`config.mk`:
```
export PLATFORM = sky130hd
export DESIGN_NAME = fwd_hazard_unit_flat
export DESIGN_NICKNAME = d
export VERILOG_FILES = /design/src/rtl/fwd_hazard_unit_if.sv /design/src/rtl/fwd_hazard_unit.sv /design/src/flat_wrapper.sv
export SDC_FILE = /design/constraint.sdc
export NUM_CORES = 1
export LEC_CHECK = 0
export CAP_MARGIN = 20
export CORE_ASPECT_RATIO = 0.75
export CORE_UTILIZATION = 35
export CTS_CLUSTER_SIZE = 14
export DETAILED_ROUTE_END_ITERATION = 12
export GPL_ROUTABILITY_DRIVEN = 0
export SETUP_SLACK_MARGIN = 0.1
export SLEW_MARGIN = 10
export SYNTH_ARGS = -nofsm -noshare
export SYNTH_HDL_FRONTEND = slang
export SYNTH_SLANG_ARGS = --single-unit
```
`constraint.sdc`:
```
create_clock -name clk -period 2.2 [get_ports clk]
set_input_delay 0.22 -clock clk [delete_from_list [all_inputs] [get_ports clk]]
set_output_delay 0.22 -clock clk [all_outputs]
set_load 0.1 [all_outputs]
```
`src/rtl/fwd_hazard_unit_if.sv`:
```
// Issue/operand/forwarding bundle between the ID stage and the forwarding/hazard unit.
// master = pipeline control side, slave = fwd_hazard_unit.
interface fwd_hazard_unit_if #(
   parameter int unsigned REG_AW = 5,
   parameter int unsigned NSRC   = 2,
   parameter int unsigned DEPTH  = 3
);
   localparam int unsigned SELW = $clog2(DEPTH + 1);

   logic                     issue_valid;
   logic                     issue_wen;
   logic                     issue_is_load;
   logic [REG_AW-1:0]        issue_rd;
   logic [NSRC-1:0]          src_valid;
   logic [NSRC*REG_AW-1:0]   src_addr;
   logic                     flush;
   logic                     stall;
   logic [NSRC*SELW-1:0]     ex_fwd_sel;
   logic [15:0]              stall_count;

   modport master (
      output issue_valid, issue_wen, issue_is_load, issue_rd,
      output src_valid, src_addr, flush,
      input  stall, ex_fwd_sel, stall_count
   );

   modport slave (
      input  issue_valid, issue_wen, issue_is_load, issue_rd,
      input  src_valid, src_addr, flush,
      output stall, ex_fwd_sel, stall_count
   );
endinterface

```
`src/rtl/fwd_hazard_unit.sv`:
```
// Forwarding-select and load-use stall unit: tracks in-flight destinations in a
// DEPTH-entry shift register and matches ID-stage sources against it.
module fwd_hazard_unit #(
   parameter int unsigned REG_AW   = 5,
   parameter int unsigned NSRC     = 2,
   parameter int unsigned DEPTH    = 3,
   parameter int unsigned LOAD_LAT = 1
) (
   input logic               clk,
   input logic               rst,
   fwd_hazard_unit_if.slave  bus
);
   localparam int unsigned SELW = $clog2(DEPTH + 1);

   typedef struct packed {
      logic              v;
      logic              ld;
      logic [REG_AW-1:0] rd;
   } entry_t;

   entry_t                e_q [1:DEPTH];
   entry_t                e_d [1:DEPTH];
   logic [NSRC*SELW-1:0]  sel_q, sel_d;
   logic [15:0]           cnt_q, cnt_d;

   logic [SELW-1:0]       m_c [NSRC];
   logic [NSRC-1:0]       hz_c;
   logic                  stall_c;
   logic                  accept_c;

   // Per-source match: scan oldest to youngest so the youngest match is kept.
   always_comb begin
      hz_c = '0;
      for (int i = 0; i < int'(NSRC); i++) begin
         m_c[i] = '0;
         for (int k = int'(DEPTH); k >= 1; k--) begin
            if (bus.src_valid[i] && e_q[k].v &&
                (e_q[k].rd == bus.src_addr[i*REG_AW +: REG_AW])) begin
               m_c[i]  = SELW'(k);
               hz_c[i] = e_q[k].ld && (k <= int'(LOAD_LAT));
            end
         end
      end
   end

   assign stall_c  = !rst && bus.issue_valid && !bus.flush && (|hz_c);
   assign accept_c = bus.issue_valid && !stall_c && !bus.flush;

   // Next-state: shift tracker, register selects, saturating stall counter.
   always_comb begin
      for (int k = 1; k <= int'(DEPTH); k++) e_d[k] = '0;
      sel_d = '0;
      cnt_d = cnt_q;

      if (accept_c) begin
         e_d[1].v  = bus.issue_wen && (bus.issue_rd != '0);
         e_d[1].ld = bus.issue_is_load;
         e_d[1].rd = bus.issue_rd;
      end

      // A flush kills the instruction currently in EX as it moves on.
      e_d[2]   = e_q[1];
      e_d[2].v = e_q[1].v && !bus.flush;
      for (int k = 2; k < int'(DEPTH); k++) e_d[k+1] = e_q[k];

      if (accept_c) begin
         for (int i = 0; i < int'(NSRC); i++) sel_d[i*SELW +: SELW] = m_c[i];
      end

      if (stall_c && (cnt_q != 16'hFFFF)) cnt_d = cnt_q + 16'd1;
   end

   always_ff @(posedge clk or posedge rst) begin
      if (rst) begin
         for (int k = 1; k <= int'(DEPTH); k++) e_q[k] <= '0;
         sel_q <= '0;
         cnt_q <= '0;
      end else begin
         for (int k = 1; k <= int'(DEPTH); k++) e_q[k] <= e_d[k];
         sel_q <= sel_d;
         cnt_q <= cnt_d;
      end
   end

   assign bus.stall       = stall_c;
   assign bus.ex_fwd_sel  = sel_q;
   assign bus.stall_count = cnt_q;
endmodule

```
`src/flat_wrapper.sv`:
```
// flat-port wrapper written by rule: the top's interface ports become plain ports
module fwd_hazard_unit_flat 
#(
   parameter int unsigned REG_AW   = 5,
   parameter int unsigned NSRC     = 2,
   parameter int unsigned DEPTH    = 3,
   parameter int unsigned LOAD_LAT = 1
)
  (clk, rst, bus_issue_valid, bus_issue_wen, bus_issue_is_load, bus_issue_rd, bus_src_valid, bus_src_addr, bus_flush, bus_stall, bus_ex_fwd_sel, bus_stall_count);
  fwd_hazard_unit_if #(.REG_AW(REG_AW), .NSRC(NSRC), .DEPTH(DEPTH)) bus_i ();
  input logic clk;
  input logic rst;
  input wire logic [$bits(bus_i.issue_valid)-1:0] bus_issue_valid;
  input wire logic [$bits(bus_i.issue_wen)-1:0] bus_issue_wen;
  input wire logic [$bits(bus_i.issue_is_load)-1:0] bus_issue_is_load;
  input wire logic [$bits(bus_i.issue_rd)-1:0] bus_issue_rd;
  input wire logic [$bits(bus_i.src_valid)-1:0] bus_src_valid;
  input wire logic [$bits(bus_i.src_addr)-1:0] bus_src_addr;
  input wire logic [$bits(bus_i.flush)-1:0] bus_flush;
  output wire logic [$bits(bus_i.stall)-1:0] bus_stall;
  output wire logic [$bits(bus_i.ex_fwd_sel)-1:0] bus_ex_fwd_sel;
  output wire logic [$bits(bus_i.stall_count)-1:0] bus_stall_count;
  assign bus_i.issue_valid = bus_issue_valid;
  assign bus_i.issue_wen = bus_issue_wen;
  assign bus_i.issue_is_load = bus_issue_is_load;
  assign bus_i.issue_rd = bus_issue_rd;
  assign bus_i.src_valid = bus_src_valid;
  assign bus_i.src_addr = bus_src_addr;
  assign bus_i.flush = bus_flush;
  assign bus_stall = bus_i.stall;
  assign bus_ex_fwd_sel = bus_i.ex_fwd_sel;
  assign bus_stall_count = bus_i.stall_count;
  fwd_hazard_unit #(.REG_AW(REG_AW), .NSRC(NSRC), .DEPTH(DEPTH), .LOAD_LAT(LOAD_LAT)) u_core (.clk(clk), .rst(rst), .bus(bus_i));
endmodule
```
[Word level (Yosys, flattened, before mapping)]
Index checks and enable logic that the tools add are counted.
Storage, ports and cells
  register bits after elaboration: 39
  input port bits: 23
  output and inout bits: 21
  logic and storage cells: 52
Operators by class
  add/subtract/negate cells: 1
  equality and inequality tests: 7
  multiplexer cells: 10
  reduce and logical (&&, ||, !) cells: 25
Operators with widths (count)
  $eq 5x5->1: 6
  $logic_and 1x1->1: 20
  $add 16x1->16 const B: 1
  $ne 16x16->1 const B: 1
  $mux 2: 6
  $mux 7: 1
  $reduce_bool 5->1: 1
  $mux 4: 1
  $logic_not 1->1: 3
  $mux 1: 2
  $reduce_or 2->1: 1

[Longest topological paths before layout]
Gate-level depths: netlist of the first run.
  depth in word-level cells: 9
  depth in mapped cells: 7
  depth with buffers taken out: 6

[Worst setup path after synthesis of the first run]
OpenSTA, ideal clock, no wires.
  kind: reg2reg
  from: register u_core.cnt_q[0] (netlist: u_core.bus.stall_count[0])
  to: register u_core.cnt_q[1] (netlist: u_core.bus.stall_count[1])
  library setup time: 126 ps
  data arrival time: 2404 ps
  data required time: 2074 ps
  setup slack: -329 ps
  cell stages (with the launch flop): 7
  path buffers: 0
  clock period less this slack: 2529 ps
  cell sequence: dfrtp_1 > ha_1 > and3_1 > nand4_1 > nor2_1 > a21oi_1 > mux2_2
On the way
  longest elaborated chain between the ends: 2
  elaborated cells between the ends (all ways): 3
  classes of those cells: add/sub (1); eq/ne (1); reduce/logical (1)
RTL lines
  start: declaration: RTL line fwd_hazard_unit.sv:24  | logic [15:0] cnt_q, cnt_d;
  start signal: assignment: RTL line fwd_hazard_unit.sv:81  | cnt_q <= cnt_d;
  parallel branches: the longest is 2 deep, another holds $add 16x1->16
Several ways; the timed one is not identified.
A chain may end at the register's enable or synchronous reset.

[Worst setup path after layout of the first run]
  from: input bus_issue_valid
  to: output bus_stall
On the way
  longest elaborated chain between the ends: 3
RTL lines
  start: declaration: RTL line flat_wrapper.sv:13  | input wire logic [$bits(bus_i.issue_valid)-1:0] bus_issue_valid;
  $logic_and 1x1->1 (3 in series): RTL line fwd_hazard_unit.sv:46  | assign stall_c = !rst && bus.issue_valid && !bus.flush && (|hz_c);
  end: declaration: RTL line flat_wrapper.sv:20  | output wire logic [$bits(bus_i.stall)-1:0] bus_stall;
No other way between the ends.

==> results_dict.tcl, run 1 <==
set metrics [dict create \
    antenna_found_initial 0 \
    fin_crit_ns 2.23 \
    vias 1552 \
    fill_cells 493 \
    numClockSinks 39 \
    p_int_mw 1.04 \
    switchingPower_mw 0.349 \
    ys_seq_area_share_pct 50.3 \
    row_count 23 \
    cap_violations 0 \
    syn_area_mm2 0.00194 \
    finalHoldViolCount 0 \
    dr_wl_met2_um 1730 \
    path_class "in -> out" \
    drv_slew 0 \
    vdd_drop_max_mv 0.234 \
    synth_cells 174 \
    floorplan.initialDensity_pct 36.3 \
    root_buffer "clkbuf_8" \
    fin_ws_ns -0.0316 \
    violations "negative setup slack" \
    power.density_mw_per_mm2 491 \
    syn-num-nets 198 \
    cts_buffers 5 \
    synth_enable_flop_cells 0 \
    hold_class "in -> async" \
    via_per_inst 4.79 \
    final_layout_size_suffix_gt1_share_pct 34.5 \
    grt_pass1_vias 1564 \
    first_pass_iters 4 \
    setup_viol 2 \
    place_ws_ns -0.294 \
    wl_met3_um 205 \
    p_comb_share_pct 10.9 \
    port_buffers 43 \
    crit_required_ns 1.98 \
    grt_setup_unrepaired "true" \
    p_seq_share_pct 53.4 \
    n_antenna_cell 0 \
    synthArstFlopShare_pct 100 \
    highest_layer "met4" \
    track_usage_pct 17.5 \
    p_sw_share_pct 25.1 \
    ys_types 34 \
    die_h_um 66.5 \
    final_core_util_pct 52.8 \
    grt_pass1_wl_um 7610 \
    grt_max_degree 20 \
    cts.hold.buffers_added 0 \
    die_x_um 88.0 \
    start_kind "input pin" \
    nets 272 \
    crit_arrival_ns 2.01 \
    clk_pin_slew_ns 0.08 \
    clkPwrFrac_pct 35.7 \
    synthFlopType "dfrtp_1" \
    clock.fmax_mhz 448 \
    pin_count 44 \
    yosysWarningCount 0 \
    tightest_slew_ns 0.718 \
    synth_top_area_share_pct 50.3 \
    core_area_mm2 0.00535 \
    ctsLongestPathBuffers 2 \
    area_growth_syn_to_layout_pct 45.6 \
    yosys.area.top_type "dfrtp_1" \
    detail-route-antenna-nets 0 \
    relSlewSlack_pct 52.1 \
    worst_setup_path_end_kind "output port" \
    drtIter0Drc 66 \
    multi_input_area_mm2 0.00104 \
    drc 0 \
    path_max_fanout 2 \
    avgSynthCellArea_um2 11.2 \
    p_leak_nw 1.30 \
    wl_um 4550 \
    clock_skew_ns 0.00653 \
    seq_area_um2 993 \
    clock_latency_ns 0.29 \
    dieArea_mm2 0.00585 \
    htree_levels 2 \
    fin_tns_setup_ns -0.0457 \
    gr-total-overflow 0 \
    status "finished with violations" \
    synth-seq-cells 39 \
    wl_met1_um 2570 \
    routedWlPerCell_um 14.0 \
    synth.area.top_cells "dfrtp_1, xor2_1, xnor2_1" \
    finalCritPeriodShare_pct 101 \
    hpwl_um 3380 \
    cts_tree "yes" \
]
per-layer routing:
metal | GRT usage (%) | vias to the layer above
met5 | 0 | -
met4 | 5.04 | 0
met2 | 23.0 | 41
met3 | 3.72 | 5
li1 | - | 774
met1 | 28.0 | 732
synth_stat cells, drive strengths merged, types with 3 or more instances:
cell	n
dfrtp	39
nand4	8
nand3	7
nor2	3
o21ai	3
and2	6
buf	3
nor4	6
xnor2	10
nand2	10
inv	3
a21oi	6
xor2	35
and3	6
a211oi	8
state kept, by name, summed over array words and instances, names as in the netlist:
register	flops
u_core.e_d	12
u_core.e_q	7
u_core.bus.ex_fwd_sel	4
u_core.bus.stall_count	16
critical path: stages:
cell and delay, ns:
clkdlybuf4s50_1 0.49, nor4bb_4 0.22, buf_4 0.16, or4b_4 0.45, buf_6 0.13, buf_6 0.11
nand2_4 0.06, buf_12 0.16
layout by cell type, fill, tap and decap left out, drive strengths merged, types with 6 or more instances in the layout:
cell type,n
and3,6
buf,48
clkdlybuf4s50,20
nand2,10
nand4,8
and2,6
nor4,6
nand3,7
a21oi,6
dfrtp,39
xor2,35
xnor2,10
a211oi,8
per-stage QoR:
step	instance area, um^2	std cells	hold slack (ns)	power [mW]
5_1_grt	2830	324	0.305	1.45
6_report	2830	324	0.230	1.39
3_5_place_dp	2580	310	0.411	0.900
3_3_place_gp	2580	310	0.403	0.900
2_1_floorplan	1960	174	0.286	0.811
4_1_cts	2800	322	0.256	1.40
timing repair:
item,in CTS,in global routing
pin swaps,11,7
setup buffers,3,2
endpoints found under the setup margin,12,27
cloned,1,0
resized for setup,19,3
cell families after synthesis:
kind of cell | after synthesis | share of synthesized area, %
mux | 1 | 0.580
flops | 39 | 50.3
buf+inv | 7 | 2.19
simple gates | 57 | 16.9
fa+ha+maj | 1 | 0.644
xor+xnor | 45 | 20.3
compound gates | 24 | 9.15
layout make-up:
class	count	share of cell area [%]
multi-input combinational	129	36.7
clock inverter	3	0.841
tap	75	3.32
clock buffer	5	2.43
sequential	39	35.1
inverter	3	0.398
timing repair buffer	70	21.2
worst paths after layout:
| kind | slack (ns) | end | cells after the start | from |
|---|---|---|---|---|
| worst max-delay path | -0.03 | bus_stall | 8 | bus_issue_valid |
| worst min-delay path | 0.23 | u_core.bus.stall_count[14]$_DFFE_PP0P_ | 2 | rst |
| worst max register to register | 0 | u_core.bus.stall_count[1]$_DFFE_PP0P_ | 7 | u_core.e_d[12]$_DFF_PP0_ |
| worst min register to register | 0.43 | u_core.e_q[6]$_DFF_PP0_ | 0 | u_core.e_d[6]$_DFF_PP0_ |
| max in group asynchronous | 1.28 | u_core.e_q[3]$_DFF_PP0_ | 3 | rst |
| min in group clk | 0.41 | u_core.e_d[6]$_DFF_PP0_ | 3 | bus_flush |
power groups by stage:
stage	combinational (mW)	clock [mW]	sequential [mW]
after detailed placement	0.143	0	0.757
after global placement	0.143	0	0.757
after CTS	0.151	0.505	0.742
after floorplan	0.0569	0	0.755
after global routing	0.167	0.537	0.744
final	0.151	0.496	0.742
No activity file was read; power rests on OpenSTA's default activity.
==> run 2: changes to the inputs <==
Settings changed: ABC_AREA set to 1, GPL_TIMING_DRIVEN set to 0, SKIP_LAST_GASP set to 1.
==> run 2 against run 1 <==
  * Critical path type is now reg -> out
  * Area after synthesis increased by 22%
  * Critical path depth decreased by 7
  * Sequential share of layout area decreased by 2.8 points
  * Flip-flop and latch count unchanged
  * Sequential power about the same
  * Routed wire length increased by 35%
  * The flow now finishes without violations
  * Combinational power decreased by 5%
==> results_dict.tcl, run 2 <==
set metrics [dict create \
    drv_slew 0 \
    synth.area.top_cells "dfrtp_1, nand2_1, inv_1" \
    drtIter0Drc 134 \
    ys_seq_area_share_pct 41.1 \
    p_leak_nw 1.58 \
    ctsLongestPathBuffers 2 \
    synthFlopType "dfrtp_1" \
    routedWlPerCell_um 13.1 \
    first_pass_iters 4 \
    vdd_drop_max_mv 0.189 \
    die_h_um 73.3 \
    yosys.area.top_type "dfrtp_1" \
    path_max_fanout 1 \
    final_layout_size_suffix_gt1_share_pct 11.3 \
    via_per_inst 4.81 \
    finalHoldViolCount 0 \
    final_core_util_pct 47.3 \
    n_antenna_cell 0 \
    synthArstFlopShare_pct 100 \
    vias 2260 \
    pin_count 44 \
    synth-seq-cells 39 \
    grt_setup_unrepaired "true" \
    synth_cells 334 \
    hpwl_um 4780 \
    grt_pass1_wl_um 9880 \
    antenna_found_initial 0 \
    cap_violations 0 \
    synth.most_common_cell "nand2_1" \
    core_area_mm2 0.00641 \
    ys_types 24 \
    status "complete, no violations" \
    placed_area_mm2 0.00293 \
    grt_max_degree 33 \
    synth_enable_flop_cells 0 \
    fill_cells 654 \
    final_cell_mix "nand2_1, inv_1, nor2_1" \
    port_buffers 43 \
    drc 0 \
    syn_area_mm2 0.00237 \
    ys_top_cells_by_count "nand2_1, inv_1, nor2_1" \
    area_growth_syn_to_layout_pct 27.8 \
    reg2reg_slack_ns 0.47 \
    dieArea_mm2 0.00711 \
    syn-num-nets 358 \
    floorplan.initialDensity_pct 37.0 \
    clock_skew_ns 0.00750 \
    fin_crit_ns 2.00 \
    relSlewSlack_pct 35.5 \
    root_buffer "clkbuf_8" \
    crit_family "buffers and inverters" \
    final_common_cell "nand2_1" \
    yosysWarningCount 0 \
    crit_required_ns 1.98 \
    rr_endpoint "u_core.bus.stall_count[9]$_DFFE_PP0P_" \
    critPathMaxStageDelay_ns 1.13 \
    cts.hold.buffers_added 0 \
    worstReg2RegStart "u_core.e_d[11]$_DFF_PP0_" \
    endpoint "bus_ex_fwd_sel[3]" \
    fin_tns_setup_ns 0 \
    cts_buffers 5 \
    detail-route-antenna-nets 0 \
    avgSynthCellArea_um2 7.10 \
    total_power_mw 1.38 \
    slowest_stage "clkdlybuf4s50_1" \
    row_count 25 \
    cp-startpoint "u_core.bus.ex_fwd_sel[3]$_DFF_PP0_" \
    path_class "reg -> out" \
    clock.fmax_mhz 499 \
    wl_um 6150 \
    cts_tree "yes" \
    design_area_mm2 0.00303 \
    gr-total-overflow 0 \
    worst-path-stages 1 \
    tightest_slew_ns 0.965 \
    htree_levels 2 \
    hold_class "in -> async" \
    setup_viol 0 \
    ff2ff_path_depth 11 \
    nets 412 \
    finalCritPeriodShare_pct 91.1 \
    largest_reg_flops 16 \
    die_x_um 97.1 \
    clk_pin_slew_ns 0.08 \
    path_buf_inv 1 \
    worst_setup_path_end_kind "output port" \
    track_usage_pct 18.0 \
    power.density_mw_per_mm2 454 \
    start_kind "flip-flop" \
    path_cells "clkdlybuf4s50_1" \
    clock_latency_ns 0.30 \
    numClockSinks 39 \
    crit_arrival_ns 1.78 \
    grt_pass1_vias 1992 \
    synth_top_area_share_pct 41.1 \
]
## run 2: changes by cell type in the layout (fill, tap and decap cells not counted), moves of 8 or more
cell           delta
buf_4            -40
xor2_1           -32
inv_1            +39
nand2_1         +107
dfrtp_1           +8
nor2_1           +38
nand4_1          +14
dlygate4sd2_1    +12
nand2_2           +8
o21ai_0          +13
## run 2: worst reg2reg max path, delay by kind of cell, from the launching register on
kind	cells	cell delay, ns
and+or+nand+nor	8	0.78
DFF	1	0.44
buffers and inverters	3	0.41
## run 2: cell families (layout without fill, tap and decap cells)
| logic type | Yosys count | count (layout) | share of synthesized area, % |
|---|---|---|---|
| and+or+nand+nor | 213 | 213 | 40.9 |
| AOI/OAI and AO/OA | 25 | 25 | 5.49 |
| buffers and inverters | 50 | 105 | 9.76 |
| adders and majority gates | 1 | 1 | 0.527 |
| DFF | 39 | 39 | 41.1 |
| xor gates and xnor gates | 6 | 6 | 2.22 |
## run 2: area by class of cell
| type | count | area, um^2 | share of cell area [%] |
|---|---|---|---|
| Inverter | 45 | 169 | 5.57 |
| Tap cell | 81 | 101 | 3.34 |
| Clock buffer | 5 | 68.8 | 2.27 |
| Timing Repair Buffer | 47 | 465 | 15.3 |
| Buffer | 5 | 62.6 | 2.06 |
| Multi-Input combinational cell | 245 | 1160 | 38.4 |
| Clock inverter | 3 | 20.0 | 0.660 |
| Sequential cell | 39 | 981 | 32.3 |
## run 2: timing repair
item	CTS	global route
pin swaps	0	1
gates resized for setup	20	4
buffers inserted	0	3
setup endpoints to repair	15	3
## run 2: worst min path at each step
stage / startpoint / end / slack, ns / cells past startpoint
6_report: rst / u_core.bus.stall_count[14]$_DFFE_PP0P_ / 0.19 / 2
5_1_grt: rst / u_core.bus.stall_count[8]$_DFFE_PP0P_ / 0.23 / 2
4_1_cts: rst / u_core.bus.stall_count[9]$_DFFE_PP0P_ / 0.20 / 2
3_5_place_dp: u_core.e_d[6]$_DFF_PP0_ / u_core.e_q[6]$_DFF_PP0_ / 0.41 / 0
3_3_place_gp: u_core.e_d[6]$_DFF_PP0_ / u_core.e_q[6]$_DFF_PP0_ / 0.41 / 0
2_1_floorplan: bus_flush / u_core.e_d[6]$_DFF_PP0_ / 0.29 / 1
## run 2: routing by layer
| layer | global-route usage, % | part of all wire [%] | vias up | wire length [um] |
|---|---|---|---|---|
| met2 | 23.8 | 39 | 53 | 2420 |
| li1 | - | - | 1157 | - |
| met3 | 3.14 | 3.7 | 5 | 229 |
| met1 | 28.9 | 56 | 1045 | 3430 |
| met4 | 5.64 | 1.0 | 0 | 64 |
| met5 | 0 | 0 | - | 0 |
## run 2: report_power, final
part           leakage (nW)  switching, mW  internal [mW]  total (mW)
combinational          1.01         0.0798         0.0646       0.144
clock                0.0402          0.271          0.221       0.491
sequential            0.529         0.0129          0.729       0.742
## run 2: per-stage QoR
stage                     setup slack (ns)  instances  hold WS [ns]
after floorplan                      0.100        334         0.285
after CTS                           0.0678        467         0.196
final                                0.196        470         0.193
after global placement              -0.752        458         0.408
after detailed placement            -0.749        459         0.406
after global routing                0.0695        470         0.235
==> run 3: changes to the inputs <==
Settings changed: PLACE_DENSITY set to 0.56.
==> run 3 against run 2 <==
  * Setup slack improved by 0.0095 ns
  * Maximum frequency rose by 0.48%
  * Clock power rose by 26%
  * Global-route usage rose by 0.73 points
  * Flip-flop and latch count did not move
  * Utilization rose by 0.59 points
  * Final cell count rose by 0.21%
  * Sequential power barely moved
  * Clock skew rose by 0.0024 ns
  * First-iteration DRC count rose by 6.7%
  * Critical path depth did not move
==> results_dict.tcl, run 3 (synthesis gave the netlist of run 2 again) <==
set metrics [dict create \
    worst_setup_path_end_kind "output port" \
    grt_pass1_wl_um 10200 \
    highest_layer "met4" \
    ff2ff_path_depth 8 \
    wl_met1_um 3640 \
    pin_count 44 \
    via_per_inst 4.66 \
    routedWlPerCell_um 13.3 \
    numClockSinks 39 \
    clk_pin_slew_ns 0.09 \
    drc 0 \
    clock_skew_ns 0.00989 \
    clock.fmax_mhz 501 \
    path_class "reg -> out" \
    area_growth_syn_to_layout_pct 29.4 \
    vias 2195 \
    crit_required_ns 1.98 \
    cts_tree "yes" \
    nets 413 \
    drv_slew 0 \
    fill_cells 673 \
    start_kind "flip-flop" \
    cap_violations 0 \
    detail-route-antenna-nets 0 \
    fin_crit_ns 1.99 \
    rr_endpoint "u_core.bus.stall_count[14]$_DFFE_PP0P_" \
    hpwl_um 4810 \
    power.density_mw_per_mm2 490 \
    grt_setup_unrepaired "true" \
    root_buffer "clkbuf_8" \
    vdd_drop_max_mv 0.267 \
    path_cells "clkdlybuf4s50_1" \
    cp-startpoint "u_core.bus.ex_fwd_sel[1]$_DFF_PP0_" \
    floorplan.initialDensity_pct 37.0 \
    crit_arrival_ns 1.77 \
    cts_buffers 5 \
    crit_family "buffers and inverters" \
    row_count 25 \
    track_usage_pct 18.7 \
    status "complete, no violations" \
    hold_slack_ns 0.152 \
    dieArea_mm2 0.00711 \
    fin_ws_ns 0.206 \
    die_h_um 73.3 \
    dr_wl_met2_um 2290 \
    relSlewSlack_pct 35.0 \
    finalCritPeriodShare_pct 90.7 \
    path_max_fanout 1 \
    p_leak_nw 1.62 \
    antenna_found_initial 0 \
    ctsLongestPathBuffers 2 \
    finalHoldViolCount 0 \
    clock_latency_ns 0.30 \
    placed_area_mm2 0.00293 \
    wl_um 6250 \
    critPathMaxStageDelay_ns 1.13 \
    htree_levels 2 \
    final_core_util_pct 47.9 \
    hold_class "in -> async" \
    core_area_mm2 0.00641 \
    wl_met3_um 260 \
    setup_viol 0 \
    grt_pass1_vias 2032 \
    tightest_slew_ns 0.972 \
    first_pass_iters 4 \
    design_area_mm2 0.00307 \
    drtIter0Drc 143 \
    place_ws_ns -0.751 \
    largest_reg_flops 16 \
    n_antenna_cell 0 \
    final_cell_mix "nand2_1, inv_1, nor2_1" \
    reg2reg_slack_ns 0.42 \
    grt_max_degree 36 \
    slowest_stage "clkdlybuf4s50_1" \
    die_x_um 97.1 \
    final_layout_size_suffix_gt1_share_pct 11.5 \
    worstReg2RegStart "u_core.bus.stall_count[0]$_DFFE_PP0P_" \
    gr-total-overflow 0 \
    port_buffers 43 \
    path_buf_inv 1 \
    final_common_cell "nand2_1" \
]
[run 3: metrics by stage]
step	std cells	total power, mW	TNS (ns)
global route	471	1.57	0
detailed placement	459	0.901	-0.751
CTS	467	1.52	0
finish	471	1.50	0
floorplan	334	0.825	0
global placement	458	0.896	-0.747
[run 3: final cells by class]
cell class	instances	area (um^2)	share of cell area [%]
Buffer	5	62.6	2.04
Clock buffer	5	68.8	2.24
Clock inverter	3	46.3	1.51
Inverter	45	169	5.50
Multi-Input combinational cell	245	1160	37.9
Sequential cell	39	981	31.9
Tap cell	81	101	3.30
Timing Repair Buffer	48	477	15.5
[run 3: per-layer routing]
metal	vias to the layer above	track usage, %
met5	-	0
met4	0	4.98
met3	5	3.71
met2	38	23.6
met1	992	31.0
li1	1160	-
[run 3: timing repair]
item	in CTS	in global routing
cloned	0	0
gates resized for setup	19	5
pin swaps	0	1
endpoints found under the setup margin	14	4
endpoints found under the hold margin	0	0
buffers inserted	0	4
hold buffers	0	0
[run 3: where the power goes]
part           leakage [nW]  internal [mW]  switching (mW)  total, mW
Sequential            0.529          0.729          0.0139      0.743
Combinational          1.03         0.0648          0.0780      0.143
Clock                0.0548          0.342           0.277      0.619
Total                  1.62           1.14           0.369       1.50
[run 3: worst max path at each step]
stage	endpoint	slack, ns	cells past startpoint
3_3_place_gp	bus_stall	-0.75	10
5_1_grt	bus_stall	0.06	10
6_report	bus_ex_fwd_sel[1]	0.21	1
2_1_floorplan	u_core.bus.stall_count[9]$_DFFE_PP0P_	0.10	9
4_1_cts	bus_stall	0.07	10
3_5_place_dp	bus_stall	-0.75	10
